### src/rtl/audio_scheduler.sv
// audio_scheduler: background music arbiter with preemptive sound effects.
// Every effect is framed by muted gaps so the generators re-arm cleanly.
module audio_scheduler #(
   parameter int FX_LEN  = 25000000,
   parameter int GAP_LEN = 1000,
   parameter int CNT_W   = 25
) (
   input  logic       clk,
   input  logic       rst_n,
   input  logic [1:0] mode,
   input  logic [2:0] req,
   input  logic       audio_start,
   input  logic       audio_game,
   input  logic [2:0] audio_fx,
   output logic       en_start,
   output logic       en_game,
   output logic [2:0] en_fx,
   output logic [1:0] fx_id,
   output logic       busy,
   output logic       audio
);

   localparam logic [1:0] S_BG   = 2'd0;
   localparam logic [1:0] S_GIN  = 2'd1;
   localparam logic [1:0] S_FX   = 2'd2;
   localparam logic [1:0] S_GOUT = 2'd3;

   localparam logic [CNT_W-1:0] GAP_LD = CNT_W'(GAP_LEN - 1);
   localparam logic [CNT_W-1:0] FX_LD  = CNT_W'(FX_LEN - 1);

   logic [1:0]       state, state_n;
   logic [CNT_W-1:0] cnt, cnt_n;
   logic [2:0]       pending, pending_n, grant;
   logic [1:0]       fx_q, fx_n, top;
   logic [1:0]       mode_q, mode_n;
   logic             audio_q, audio_n;
   logic             cnt_zero, any_pend;

   function automatic logic [2:0] onehot(input logic [1:0] id);
      return {id == 2'd3, id == 2'd2, id == 2'd1};
   endfunction

   assign cnt_zero = (cnt == '0);
   assign any_pend = |pending;

   // effect ids double as priority: kill=3 > hit=2 > shoot=1
   always_comb begin
      top = 2'd0;
      priority case (1'b1)
         pending[2]: top = 2'd3;
         pending[1]: top = 2'd2;
         pending[0]: top = 2'd1;
         default:    top = 2'd0;
      endcase
   end

   always_comb begin
      state_n = state;
      cnt_n   = cnt;
      fx_n    = fx_q;
      grant   = 3'b000;
      unique case (state)
         S_BG: begin
            if (any_pend) begin
               state_n = S_GIN;
               cnt_n   = GAP_LD;
            end
         end
         S_GIN: begin
            if (!cnt_zero) begin
               cnt_n = cnt - CNT_W'(1);
            end else if (top != 2'd0) begin
               state_n = S_FX;
               fx_n    = top;
               grant   = onehot(top);
               cnt_n   = FX_LD;
            end else begin
               state_n = S_GOUT;
               cnt_n   = GAP_LD;
            end
         end
         S_FX: begin
            if (top > fx_q) begin
               state_n = S_GIN;
               cnt_n   = GAP_LD;
               fx_n    = 2'd0;
            end else if (cnt_zero) begin
               state_n = any_pend ? S_GIN : S_GOUT;
               cnt_n   = GAP_LD;
               fx_n    = 2'd0;
            end else begin
               cnt_n = cnt - CNT_W'(1);
            end
         end
         S_GOUT: begin
            if (!cnt_zero) begin
               cnt_n = cnt - CNT_W'(1);
            end else if (any_pend) begin
               state_n = S_GIN;
               cnt_n   = GAP_LD;
            end else begin
               state_n = S_BG;
               cnt_n   = '0;
            end
         end
         default: begin
            state_n = S_BG;
            cnt_n   = '0;
            fx_n    = 2'd0;
         end
      endcase
   end

   // a request for the source being granted this cycle is absorbed
   assign pending_n = (pending | req) & ~grant;
   assign mode_n    = (state == S_BG) ? mode : mode_q;

   always_comb begin
      audio_n = 1'b0;
      if (state_n == S_FX) begin
         audio_n = |(audio_fx & onehot(fx_n));
      end else if (state_n == S_BG) begin
         audio_n = ((mode_n == 2'b01) & audio_start) |
                   ((mode_n == 2'b10) & audio_game);
      end
   end

   always_ff @(posedge clk or negedge rst_n) begin
      if (!rst_n) begin
         state   <= S_BG;
         cnt     <= '0;
         pending <= 3'b000;
         fx_q    <= 2'd0;
         mode_q  <= 2'b00;
         audio_q <= 1'b0;
      end else begin
         state   <= state_n;
         cnt     <= cnt_n;
         pending <= pending_n;
         fx_q    <= fx_n;
         mode_q  <= mode_n;
         audio_q <= audio_n;
      end
   end

   assign en_start = (state == S_BG) && (mode_q == 2'b01);
   assign en_game  = (state == S_BG) && (mode_q == 2'b10);
   assign en_fx    = onehot(fx_q);
   assign fx_id    = fx_q;
   assign busy     = (state != S_BG);
   assign audio    = audio_q;

endmodule

### config.mk
export PLATFORM = sky130hd
export DESIGN_NAME = audio_scheduler
export DESIGN_NICKNAME = d
export VERILOG_FILES = /design/src/rtl/audio_scheduler.sv
export SDC_FILE = /design/constraint.sdc
export NUM_CORES = 1
export LEC_CHECK = 0
export CAP_MARGIN = 20
export CORE_UTILIZATION = 40
export DETAILED_ROUTE_END_ITERATION = 6
export PLACE_DENSITY = 0.6
export SLEW_MARGIN = 30
export SYNTH_ARGS = -nofsm -noshare
export SYNTH_HDL_FRONTEND = slang
export SYNTH_SLANG_ARGS = --single-unit
### constraint.sdc
create_clock -name clk -period 7 [get_ports clk]
set_clock_uncertainty 0.05 [all_clocks]
set_input_delay 1.4 -clock clk [delete_from_list [all_inputs] [get_ports clk]]
set_output_delay 1.4 -clock clk [all_outputs]
set_load 0.02 [all_outputs]
==> flow_metrics.tcl <==
set metrics [dict create \
    synthTopCellsByCount "35 x dfrtp_1, 31 x o21ai_0, 25 x nor2_1, 17 x a21oi_1, 16 x inv_1" \
    antenna_found_initial 0 \
    gp_congestion 0.775 \
    die_h_um 78.0 \
    crit_path_max_fanout 16 \
    report.final.slew_viol_count 0 \
    clk_pin_slew_ps 80 \
    synth_simple_gate_area_share_pct 23.3 \
    drt-initial-drc-count 140 \
    syn_avg_cell_area_um2 8.43 \
    postCtsSetupBuffers 0 \
    grt_usage_pct 20.2 \
    core_mm2 0.00554 \
    ys_ff_latch 35 \
    dpl-instance-area_mm2 0.00254 \
    synth_top_area_share_pct 37.9 \
    p_leak_nw 1.06 \
    slowest_stage "or4_1" \
    setup_viol 0 \
    clockPowerShare_pct 41.5 \
    nets 309 \
    clockRootBuffer "clkbuf_8" \
    areaGrowthSynthToFinish_pct 13.9 \
    top_layer "met4" \
    ys_seq_area_share_pct 37.9 \
    switching_share_pct 22.1 \
    hold_class "reg2reg" \
    ir_worst_vdd_uv 93.5 \
    p_sw_w 0.0000809 \
    async_flop_share_pct 100 \
    netlist_area_mm2 0.00231 \
    power_density_mw_per_mm2 139 \
    final.setup.tns_ps 0 \
    outcome "complete, no violations" \
    gr-total-overflow 0 \
    cts_hold_buf 0 \
    timing.critical_path.buf_inv 0 \
    synth_top_family_by_area "compound AO/OA/AOI/OAI gates" \
    startpoint_type "flop" \
    drt-total-wl_um 5560 \
    worst_path_most_repeated_cell "o21ai_0" \
    yosysWarningCount 0 \
    viasPerCell 5.74 \
    synthXorXnorAreaFrac_pct 1.52 \
    p_comb_share_pct 3.1 \
    endpoint_kind "flop" \
    cts_buffer_depth 2 \
    die_x_um 78.0 \
    crit_required_ps 7140 \
    ant_nets 0 \
    tightest_slew_ps 820 \
    synthTopCellsByArea "dfrtp_1 38%, o21ai_0 6.7%, ha_1 4.3%" \
    fillCellCount 570 \
    diodes 0 \
    htree_levels 2 \
    post_cts_resized 0 \
    critPathArrivalTime_ps 3690 \
    synth_edf_count 0 \
    die_area_mm2 0.00609 \
    critical_path_class "reg2reg" \
    wl_met3_um 214 \
    synth_flop_cell "dfrtp_1" \
    critPathMaxStageDelay_ps 630 \
    drt_pass1_iterations 4 \
    finalCritPeriodShare_pct 50.7 \
    crit_path_cell_trace "or4_1 > or4_4 > nor2_2 > nand2_1 > nor2_1 > o21ai_0 > o21ai_0" \
    cap_violations 0 \
    dp_hpwl_um 4000 \
    worstRegToRegCells 7 \
    cts_buffers 5 \
    max_slew_margin_pct 45.3 \
    synth.area.mux_share_pct 1.46 \
    grt_max_degree 36 \
    drive_above_1_share_pct 7.27 \
    rsz0062_at_grt "no" \
    fin_crit_ps 3550 \
    intPower_w 0.000286 \
    start_util_pct 41.7 \
    max_freq_mhz 282 \
    synth.most_common_cell "dfrtp_1" \
    numPortBuffers 20 \
    rows 27 \
    synth.distinct_cells 51 \
    clkSinkCount 35 \
    wire_per_inst_um 15.4 \
    wl_met2_um 2520 \
    stdcell_area_mm2 0.00263 \
    path_delay_family "simple AND/OR/NAND/NOR gates" \
    drc 0 \
    grt_pass1_vias 2006 \
    cts_tree "built" \
    hold_viol 0 \
    num_vias 2071 \
    p_seq_share_pct 55.3 \
    io_pins 21 \
    synth-compound-area-share_pct 26.3 \
    grt_first_pass_wirelength_um 9760 \
    whs_path_depth 2 \
    worstSkewPairLatency_ps 280 \
    yosys.area.top_type "dfrtp_1" \
    yosys.area_share.adder_pct 4.33 \
    cp.depth 7 \
    netlist_instances 274 \
    syn_nets 294 \
    wl_met1_um 2770 \
]
==> worst min-delay path, stage by stage (launching register included) <==
cell	delay, ps
dfrtp_1	340
o21ai_0	80
nand2_1	60
==> power groups by stage <==
stage	Combinational, W	Clock (W)	Sequential, W
final	0.0000115	0.000152	0.000203
after global routing	0.0000133	0.000164	0.000203
after CTS	0.0000120	0.000157	0.000203
after detailed placement	0.0000121	0	0.000207
after global placement	0.0000119	0	0.000207
after floorplan	0.00000169	0	0.000207
==> routing by layer <==
metal	global-route usage, %	vias up
met5	0	-
met4	5.37	0
met3	4.07	5
met2	31.3	34
met1	28.7	985
li1	-	1047
==> flip-flops by register name, summed over array words and instances, names as in the netlist <==
name / flops
pending: 3
mode_q: 2
audio: 1
fx_id: 2
cnt: 25
state: 2
==> cells by family (layout without fill, tap and decap cells) <==
| family | after synthesis | after routing |
|---|---|---|
| xor gates and xnor gates | 4 | 4 |
| DFF | 35 | 35 |
| and+or+nand+nor | 100 | 100 |
| buffers and inverters | 29 | 44 |
| muxes | 3 | 3 |
| adders and majority gates | 8 | 8 |
| AOI/OAI and AO/OA | 95 | 95 |
==> per-stage QoR <==
stage	setup slack (ps)	std cells	hold WS [ps]	total power (W)	util, %
final	3450	361	459	0.000367	47.5
after global routing	3080	361	506	0.000380	47.5
after CTS	3450	361	464	0.000372	47.5
after floorplan	4090	274	423	0.000209	-
after detailed placement	3470	354	444	0.000219	45.9
after global placement	3540	354	445	0.000219	45.9
==> final timing paths <==
| check | startpoint | to | slack, ps |
|---|---|---|---|
| setup / recovery | cnt[9] | cnt[19] | 3450 |
| hold / removal | cnt[24] | cnt[24] | 460 |
| setup reg to reg | cnt[9] | cnt[19] | 3450 |
| hold reg to reg | cnt[24] | cnt[24] | 460 |
| max in group asynchronous | rst_n | cnt[3] | 5230 |
| min in group asynchronous | rst_n | cnt[24] | 1160 |
==> cell type report <==
type                            count  area (um^2)  area share [%]
Clock inverter                      1         5.00           0.190
Inverter                           16         60.1            2.28
Clock buffer                        6         82.6            3.14
Multi-Input combinational cell    210         1320            50.0
Tap cell                           72         90.1            3.42
Sequential cell                    35          876            33.3
Timing Repair Buffer               21          203            7.70
==> cell usage in the layout (no fill, tap or decap), types with 3 or more instances in the layout <==
| master | netlist | layout |
|---|---|---|
| ha_1 | 8 | 8 |
| nor2b_1 | 5 | 5 |
| nor4_1 | 8 | 8 |
| o22a_1 | 7 | 7 |
| or3_1 | 9 | 9 |
| nor2_1 | 25 | 25 |
| xnor2_1 | 4 | 4 |
| dfrtp_1 | 35 | 35 |
| clkdlybuf4s50_1 | 0 | 19 |
| nand3_1 | 3 | 3 |
| o31ai_1 | 6 | 6 |
| nand2b_1 | 4 | 4 |
| a21oi_1 | 17 | 17 |
| nor3_1 | 13 | 13 |
| a211oi_1 | 3 | 3 |
| o21ai_0 | 31 | 31 |
| a31oi_1 | 8 | 8 |
| or2_2 | 4 | 4 |
| o22ai_1 | 3 | 3 |
| inv_1 | 16 | 16 |
| mux2_2 | 3 | 3 |
| or4_1 | 4 | 4 |
| nand2_1 | 13 | 13 |
| clkbuf_8 | 0 | 6 |
| nor3b_1 | 3 | 3 |
Power figures use the tool's default switching activity.
